$ cat src/rtl/perceptron_trainer.sv
`default_nettype none
// ============================================================================
// Module   : perceptron_trainer
// Purpose  : Single-layer perceptron with sample buffer, on-chip training FSM
//            and a registered inference port.
// Revision : 1.0
// ============================================================================
module perceptron_trainer #(
    parameter int                        N_IN      = 2,
    parameter int                        W_WIDTH   = 4,
    parameter int                        DEPTH     = 4,
    parameter int                        MAX_EPOCH = 15,
    parameter logic [N_IN*W_WIDTH-1:0]   INI_W     = {4'd2, 4'd1},
    parameter logic [W_WIDTH-1:0]        INI_B     = '0
) (
    input  logic                              clk_i,
    input  logic                              rst_i,
    input  logic                              load_valid_i,
    output logic                              load_ready_o,
    input  logic [N_IN-1:0]                   load_x_i,
    input  logic                              load_s_i,
    input  logic                              clr_buf_i,
    input  logic                              start_i,
    output logic                              busy_o,
    output logic                              done_o,
    output logic                              converged_o,
    output logic [$clog2(MAX_EPOCH+1)-1:0]    epoch_o,
    output logic [N_IN*W_WIDTH-1:0]           w_o,
    output logic [W_WIDTH-1:0]                b_o,
    output logic                              z_o,
    output logic [1:0]                        delta_o,
    input  logic [N_IN-1:0]                   q_x_i,
    output logic                              q_z_o
);

    localparam int EW = $clog2(MAX_EPOCH + 1);
    localparam int NW = $clog2(DEPTH + 1);
    localparam int AW = (DEPTH > 1) ? $clog2(DEPTH) : 1;
    localparam int MW = W_WIDTH + $clog2(N_IN + 1);

    localparam logic [0:0] ST_IDLE  = 1'b0;
    localparam logic [0:0] ST_TRAIN = 1'b1;

    localparam logic signed [W_WIDTH:0] SAT_MAX = {2'b00, {(W_WIDTH-1){1'b1}}};
    localparam logic signed [W_WIDTH:0] SAT_MIN = {2'b11, {(W_WIDTH-1){1'b0}}};

    // One guard bit is enough since the increment is only -1, 0 or +1.
    function automatic logic [W_WIDTH-1:0] sat_add(input logic [W_WIDTH-1:0] a,
                                                   input logic [1:0]         d);
        logic signed [W_WIDTH:0] s;
        s = $signed({a[W_WIDTH-1], a}) + $signed({{(W_WIDTH-1){d[1]}}, d});
        if (s > SAT_MAX)      return SAT_MAX[W_WIDTH-1:0];
        else if (s < SAT_MIN) return SAT_MIN[W_WIDTH-1:0];
        else                  return s[W_WIDTH-1:0];
    endfunction

    function automatic logic step(input logic [N_IN-1:0]         x,
                                  input logic [N_IN*W_WIDTH-1:0] w,
                                  input logic [W_WIDTH-1:0]      b);
        logic signed [MW-1:0] acc;
        acc = MW'($signed(b));
        for (int k = 0; k < N_IN; k++) begin
            if (x[k]) acc = acc + MW'($signed(w[k*W_WIDTH +: W_WIDTH]));
        end
        return !acc[MW-1] && (acc != '0);
    endfunction

    logic [0:0]              state_q, state_d;
    logic [NW-1:0]           nsamp_q, nsamp_d;
    logic [AW-1:0]           idx_q, idx_d;
    logic                    err_q, err_d;
    logic [EW-1:0]           epoch_q, epoch_d;
    logic [N_IN*W_WIDTH-1:0] w_q, w_d;
    logic [W_WIDTH-1:0]      b_q, b_d;
    logic                    done_q, done_d;
    logic                    conv_q, conv_d;
    logic                    z_q, z_d;
    logic [1:0]              delta_q, delta_d;
    logic                    qz_q, qz_d;

    logic [N_IN-1:0]         buf_x_q [DEPTH];
    logic                    buf_s_q [DEPTH];

    logic                    w_load_ready;
    logic                    w_start_go;
    logic                    w_load_fire;
    logic [N_IN-1:0]         w_cur_x;
    logic                    w_cur_s;
    logic                    w_z;
    logic [1:0]              w_delta;
    logic                    w_last;
    logic                    w_err;
    logic [EW-1:0]           w_epoch_inc;

    assign w_load_ready = (state_q == ST_IDLE) && (nsamp_q < NW'(DEPTH)) && !rst_i;
    assign w_start_go   = (state_q == ST_IDLE) && start_i && (nsamp_q != '0) && !clr_buf_i;
    assign w_load_fire  = load_valid_i && w_load_ready && !clr_buf_i && !w_start_go;

    assign w_cur_x     = buf_x_q[idx_q];
    assign w_cur_s     = buf_s_q[idx_q];
    assign w_z         = step(w_cur_x, w_q, b_q);
    assign w_delta     = (w_cur_s == w_z) ? 2'b00 : (w_cur_s ? 2'b01 : 2'b11);
    assign w_last      = (NW'(idx_q) == nsamp_q - NW'(1));
    assign w_err       = err_q | (w_delta != 2'b00);
    assign w_epoch_inc = epoch_q + EW'(1);

    always_comb begin
        state_d = state_q;
        nsamp_d = nsamp_q;
        idx_d   = idx_q;
        err_d   = err_q;
        epoch_d = epoch_q;
        w_d     = w_q;
        b_d     = b_q;
        done_d  = 1'b0;
        conv_d  = conv_q;
        z_d     = z_q;
        delta_d = delta_q;
        qz_d    = step(q_x_i, w_q, b_q);
        case (state_q)
            ST_IDLE: begin
                if (clr_buf_i) begin
                    nsamp_d = '0;
                end else if (w_start_go) begin
                    state_d = ST_TRAIN;
                    idx_d   = '0;
                    epoch_d = '0;
                    conv_d  = 1'b0;
                    err_d   = 1'b0;
                end else if (w_load_fire) begin
                    nsamp_d = nsamp_q + NW'(1);
                end
            end
            ST_TRAIN: begin
                z_d     = w_z;
                delta_d = w_delta;
                for (int k = 0; k < N_IN; k++) begin
                    if (w_cur_x[k]) w_d[k*W_WIDTH +: W_WIDTH] = sat_add(w_q[k*W_WIDTH +: W_WIDTH], w_delta);
                end
                b_d = sat_add(b_q, w_delta);
                if (w_last) begin
                    epoch_d = w_epoch_inc;
                    // The error flag includes the sample being trained right now.
                    if (!w_err) begin
                        state_d = ST_IDLE;
                        conv_d  = 1'b1;
                        done_d  = 1'b1;
                    end else if (w_epoch_inc == EW'(MAX_EPOCH)) begin
                        state_d = ST_IDLE;
                        conv_d  = 1'b0;
                        done_d  = 1'b1;
                    end else begin
                        err_d = 1'b0;
                        idx_d = '0;
                    end
                end else begin
                    idx_d = idx_q + AW'(1);
                    err_d = w_err;
                end
            end
            default: state_d = ST_IDLE;
        endcase
    end

    always_ff @(posedge clk_i) begin
        if (rst_i) begin
            state_q <= ST_IDLE;
            nsamp_q <= '0;
            idx_q   <= '0;
            err_q   <= 1'b0;
            epoch_q <= '0;
            w_q     <= INI_W;
            b_q     <= INI_B;
            done_q  <= 1'b0;
            conv_q  <= 1'b0;
            z_q     <= 1'b0;
            delta_q <= 2'b00;
            qz_q    <= 1'b0;
        end else begin
            state_q <= state_d;
            nsamp_q <= nsamp_d;
            idx_q   <= idx_d;
            err_q   <= err_d;
            epoch_q <= epoch_d;
            w_q     <= w_d;
            b_q     <= b_d;
            done_q  <= done_d;
            conv_q  <= conv_d;
            z_q     <= z_d;
            delta_q <= delta_d;
            qz_q    <= qz_d;
        end
    end

    // Buffer storage needs no reset; validity is tracked by nsamp_q.
    always_ff @(posedge clk_i) begin
        if (!rst_i && w_load_fire) begin
            buf_x_q[nsamp_q[AW-1:0]] <= load_x_i;
            buf_s_q[nsamp_q[AW-1:0]] <= load_s_i;
        end
    end

    assign load_ready_o = w_load_ready;
    assign busy_o       = (state_q == ST_TRAIN);
    assign done_o       = done_q;
    assign converged_o  = conv_q;
    assign epoch_o      = epoch_q;
    assign w_o          = w_q;
    assign b_o          = b_q;
    assign z_o          = z_q;
    assign delta_o      = delta_q;
    assign q_z_o        = qz_q;

endmodule
`default_nettype wire
$ cat config.mk
export PLATFORM = sky130hd
export DESIGN_NAME = perceptron_trainer
export DESIGN_NICKNAME = d
export VERILOG_FILES = /design/src/rtl/perceptron_trainer.sv
export SDC_FILE = /design/constraint.sdc
export NUM_CORES = 1
export LEC_CHECK = 0
export CAP_MARGIN = 30
export CORE_MARGIN = 4
export CORE_UTILIZATION = 50
export DETAILED_ROUTE_END_ITERATION = 8
export GPL_ROUTABILITY_DRIVEN = 0
export PLACE_DENSITY = 0.74
export SKIP_LAST_GASP = 1
export SYNTH_ARGS = -nofsm -noshare
export SYNTH_HDL_FRONTEND = slang
export SYNTH_SLANG_ARGS = --single-unit
$ cat constraint.sdc
create_clock -name clk_i -period 6.3 [get_ports clk_i]
set_input_delay 1.89 -clock clk_i [delete_from_list [all_inputs] [get_ports clk_i]]
set_output_delay 1.89 -clock clk_i [all_outputs]
set_load 0.05 [all_outputs]
======== Yosys cells after proc, flatten, opt, wreduce, memory -nomap -nowiden ========
Memories as Yosys holds them, arrays and structs flattened. A register that Yosys moved wholly into a read port is not among the register bits.
Index checks and enable logic that the tools add are counted.
word-level totals
  input bits .............................. 10
  memories kept ........................... 2
  output and inout port bits .............. 24
  bits in latches ......................... 0
  ROM bits ................................ 0
  register bits after elaboration ......... 29
  bits in writable memories ............... 12
  word-level logic and storage cells ...... 122
memories
  memory   words  width  rd ports  clocked after memory_dff  wr ports  RTL line  RTL
  buf_x_q  4      2      1         1                         1         81        logic [N_IN-1:0] buf_x_q [DEPTH];
  buf_s_q  4      1      1         1                         1         82        logic buf_s_q [DEPTH];
operators by class
  div/mod/pow operators ................... 0
  bitwise logic cells ..................... 3
  muxes and demuxes ....................... 49
  $lt $le $gt $ge ......................... 7
  reduce and logical (&&, ||, !) cells .... 28
  shift operators ......................... 0
  $mul .................................... 0
  equality and inequality tests ........... 10
  add/sub/neg operators ................... 10
operators with widths
  operator                                                       count
  two-way mux 4 bit                                              9
  two-way mux 6 bit                                              4
  two-way mux 2 bit                                              11
  two-way mux 1 bit                                              17
  adder 4 x 2 -> 5 bit                                           3
  greater-than comparator 5 x 4 -> 1 bit, second input constant  3
  less-than comparator 5 x 4 -> 1 bit, second input constant     3
  adder 6 x 4 -> 6 bit                                           2
  nonzero test 6 bit                                             2
  logical AND 1 bit                                              11
  two-way mux 3 bit                                              3
  one-hot mux 4 bit (2 select lines)                             1
  AND reduction 4 bit                                            2
  != test 2 bit, second input constant                           3
  != test 3 x 2 -> 1 bit, second input constant                  2
  one-hot mux 1 bit (2 select lines)                             3
  AND reduction 3 bit                                            2
  adder 4 x 4 -> 5 bit                                           1
  logical NOT 1 bit                                              5
  adder 4 x 1 -> 4 bit, second input constant                    1
  equality test 4 bit, second input constant                     1
  one-hot mux 2 bit (2 select lines)                             1
  AND reduction 2 bit                                            2
  nonzero test 2 bit                                             2
  other kinds (12)                                               13

======== Longest topological paths before layout ========
  word-level depth ........................ 15
  gate-level depth with buffers ........... 20
  depth with buffers taken out ............ 20

======== Least setup slack after synthesis ========
OpenSTA, ideal clock, no wires.
  kind .................................... input-to-output
  start ................................... input port rst_i
  end ..................................... output port load_ready_o
  setup slack ............................. 1160 ps
  arrival time ............................ 3250 ps
  buffers on the path ..................... 2
  required time ........................... 4410 ps
  cell stages on the path ................. 3
  cells stage by stage .................... buf_6 > clkbuf_1 > nor3_1
between the ends
  word-level cells in the longest chain between the ends .. 2
ends and longest elaborated chain
  element            RTL line  RTL
  start, declared    17        input logic rst_i,
  logical NOT 1 bit  95        assign w_load_ready = (state_q == ST_IDLE) && (nsamp_q < NW'(DEPTH)) && !rst_i;
  logical AND 1 bit  95
  end, declared      19        output logic load_ready_o,
No other way between the ends.

======== Worst setup path in the final report ========
  start ................................... register b_q[0], in the netlist b_o[0]
  end ..................................... register w_q[2], in the netlist w_o[2]
between the ends
  word-level cells in the longest chain between the ends .. 12
  elaborated cells between the ends (all ways) .. 14
  those cells by class .................... 3 x add/sub; 2 x order compare; 1 x eq/ne; 5 x mux; 3 x reduce/logical
ends and longest elaborated chain
  element                                                  RTL line  RTL
  start, declared                                          74        logic [W_WIDTH-1:0] b_q, b_d;
  start signal, assigned                                   173       b_q <= INI_B;
  start signal, assigned                                   186       b_q <= b_d;
  adder 4 x 4 -> 5 bit                                     63        if (x[k]) acc = acc + MW'($signed(w[k*W_WIDTH +: W_WIDTH]));
  two-way mux 6 bit (*)                                    63
  adder 6 x 4 -> 6 bit                                     63
  two-way mux 6 bit (*)                                    63
  nonzero test 6 bit or logical NOT 1 bit (tied branches)  65        return !acc[MW-1] && (acc != '0);
  logical AND 1 bit (*)                                    65
  via w_z                                                  89        logic w_z;
  equality test 1 bit (*)                                  102       assign w_delta = (w_cur_s == w_z) ? 2'b00 : (w_cur_s ? 2'b01 : 2'b11);
  two-way mux 2 bit (*)                                    102
  adder 4 x 2 -> 5 bit (*)                                 51        s = $signed({a[W_WIDTH-1], a}) + $signed({{(W_WIDTH-1){d[1]}}, d});
  less-than comparator 5 x 4 -> 1 bit                      53        else if (s < SAT_MIN) return SAT_MIN[W_WIDTH-1:0];
  two-way mux 4 bit                                        53
  two-way mux 4 bit (*)                                    52        if (s > SAT_MAX) return SAT_MAX[W_WIDTH-1:0];
  end signal, assigned                                     185       w_q <= w_d;
  end, declared                                            73        logic [N_IN*W_WIDTH-1:0] w_q, w_d;
The timed path passes the listed nets; every way through them passes the cells marked *.
A chain may end at the register's enable or synchronous reset.

==> results.md <==
- Starting density of the core: a little over half
- Worst path max stage delay: 640 ps
- Die W: 86.80 um
- # DRC: 0
- Slew Limit Fails: 0
- Placed cell count: 425
- Highest metal layer with signal wires: met4
- Cts repair resizes: 0
- Clock share of power: roughly 16%
- First-pass GRT wire length: 10910 um
- IO Port Bufs: 33
- Largest net degree at the start of global routing: 37
- Initial antenna violation count: 0
- Post-CTS Setup Inserts: 0
- Sw power: 0.4655 mW
- Worst setup SP type: flip-flop
- Post-DP HPWL: 4715 um
- Clk buf depth: 2
- Crit path cell chain: ha_1, fa_1, mux2_2, ha_1, a211oi_1, nor2_1, xnor2_1, a31o_2, nand2_1, ha_1, ha_1, xnor2_1, a41oi_1, nand2_1, a221oi_1, nand3_1
- Via density per instance: 5.628
- Pwr/cell area: 311.4 mW/mm^2
- DR iter-0 viols: roughly 110
- Fin nets: 407
- Worst-Margin Slew: 788.1 ps
- CTS Buf Count: 5
- DRT met1 WL: 2936 um
- Post-synth cell types: 52
- Final hold vios: 0
- Comb pwr share: between 50% and 60%
- Final cell count without fillers: approximately 430
- Post-CTS Hold Buffers: 0
- Async SR Flop Fraction: 0%
- Post-synth top flop: dfxtp_1
- Worst IR drop on VDD: around 0.00017 V
- Synth top area cells: dfxtp_1, ha_1, edfxtp_1
- Final TNS setup: 0 ps
- Fill cells: 539
- Period utilisation layout: 78.51%
- Post-DRT Antenna Nets: 0
- DRT Wirelength: around 6300 um
- Max cap viols: 0
- Dpl ws: 1418 ps
- Worst Path Max Fanout: 16
- Finished Cell Area: between 0.003 and 0.004 mm^2
- Die height: 86.80 um
- Fmax: approximately 200 MHz
- Most used cell, CP: ha_1
- Global route overflow: 0
- Core Box Area: 0.005956 mm^2
- Drt pass-1 iters: 4
- Pleak: 1.401 nW
- Warnings, synthesis: 0
- Status: finished, final reports clean
- Synthesized Nets: 376
- Number of global-route vias before repair: between 2k and 2.5k
- Cell-internal power: 0.6361 mW
- Worst reg2reg path depth: 16
- Clock slew at reported path FFs: 80 ps
- Slew margin rel.: 47.39%
- CTS tree: built
- Worst hold margin: 505.7 ps
- Crit path depth: 16
- Post-synth EDFFs: 12
- RSZ-0062 raised after global routing: false
- Synth Cell Area: 0.003104 mm^2
- Yosys reg bits: 43
- Htree depth: 2
- CP max stage cell: ha_1
- Share of the synthesized area in the top cell type: between 15 and 20%
- WP data required: 6480 ps
- Top-Level Pins: 34
- Worst-case clock skew: 3.060 ps
- Final setup fails: 0
- Antenna cells: 0
- Post-Syn Instances: 326
- CP Capture Type: flip-flop
- Fin util: 59.39%
- Sequential share of power: 31.8%
- Routed vias: roughly 2.4k
- CTS sink cnt: 43
- Layout cells sized above 1: 7.542%
- Final Power: 1.102 mW
- Die area: approximately 0.0075 mm^2
- Post-layout minimum cycle time: 4946 ps
- Area leader, netlist: dfxtp_1
- Largest delay share family, worst path: adder cells
- Syn-to-layout area delta: 13.95%
- Worst path bufs/invs: 0
- Root buf cell: clkbuf_8
- Critical path arrival: 5130 ps
- GRT Total Usage: 17.86%
- Post-synthesis sequential area ratio: about a third
- Met3 wire length: 295 um
- DP Area: 0.003451 mm^2
- Row count: 28
- Clock Latency Late Sink: 290 ps
- Hold depth: 2
- Worst min path class: flip-flop to flip-flop
- Worst setup path class: flip-flop to flip-flop
- Fin worst setup slack: 1354 ps
- Sw Ratio: ~42%
- Routed WL per cell: between 10 and 15 um
- Met2 WL: 3026 um
- Post-Syn Area per Cell: 9.522 um^2
==> layout make-up <==
| class | count | area [um^2] | area share, % |
|---|---|---|---|
| clock inverter | 2 | 13.76 | 0.3891 |
| inverter | 24 | 90.09 | 2.547 |
| clock buffer | 6 | 72.57 | 2.052 |
| sequential | 43 | 980.9 | 27.73 |
| timing repair buffer | 34 | 335.3 | 9.480 |
| tap | 75 | 93.84 | 2.653 |
| multi-input combinational | 249 | 1951 | 55.15 |
==> flip-flops by register name, summed over array words and instances, names as in the netlist, named ones only <==
name,cells
epoch_o,4
err_q,1
converged_o,1
b_o,4
buf_s_q,4
idx_q,2
done_o,1
q_z_o,1
delta_o,2
z_o,1
buf_x_q,8
nsamp_q,3
w_o,8
busy_o,1
==> cell usage after synthesis (7+ instances only) <==
library cell and number:
a211oi_1 13, o21ai_0 11, nand2_1 8, edfxtp_1 12, ha_1 34, nor2_1 34, inv_1 24, a21oi_1 26
nand2b_1 8, a21o_1 7, dfxtp_1 31, xnor2_1 10, mux2_2 7, nor2b_1 8, nand3_1 7
==> cells by family (layout without fill, tap and decap cells) <==
logic type               after synthesis  after routing  share of synthesized area (%)
AO/OA/AOI/OAI                         80             80                          17.05
XOR/XNOR                              14             14                          3.950
AND/OR/NAND/NOR                       96             96                          16.40
buffers and inverters                 34             66                          5.562
flip-flops                            43             43                          31.60
adder cells (fa/ha/maj)               46             46                          19.51
multiplexers                          13             13                          5.925
==> layer usage <==
metal,up-vias,global-route usage [%]
met1,1126,24.48
met5,-,0
met3,2,3.137
li1,1245,-
met2,64,29.68
met4,0,3.399
==> power by group through the flow <==
stage               Clock, mW  Combinational, mW  Sequential [mW]
finish                  0.179              0.573            0.350
global route            0.193              0.638            0.355
CTS                     0.183              0.573            0.350
detailed placement          0              0.567            0.357
global placement            0              0.558            0.355
floorplan                   0              0.406            0.397
==> cell usage in the layout, fill, tap and decap left out, types with 3 or more instances in the layout <==
master / n
clkbuf_8: 5
a211oi_1: 13
and2_1: 5
dfxtp_1: 31
o211ai_1: 6
o21ai_0: 11
nand2_1: 8
or3_1: 4
fa_1: 6
ha_1: 34
clkdlybuf4s50_1: 32
inv_1: 24
mux2i_1: 3
nor3b_1: 3
mux2_2: 7
nor2_1: 34
o22ai_1: 3
maj3_1: 6
nor3_1: 4
nand3_1: 7
nor2b_1: 8
nand2b_1: 8
a21oi_1: 26
a21o_1: 7
xor2_1: 4
xnor2_1: 10
edfxtp_1: 12
==> final timing paths <==
check / start / end / slack (ps)
worst max-delay path: b_o[0] / w_o[2] / 1350
worst min-delay path: delta_o[1] / delta_o[1] / 510
worst max register to register: b_o[0] / w_o[2] / 1350
worst min register to register: delta_o[1] / delta_o[1] / 510
==> tightest hold or removal path, cell delays in order (launching register included) <==
cell and delay (ps):
dfxtp_1 330, mux2i_1 60, nor2_1 80
(Power assumes the default switching activity.)
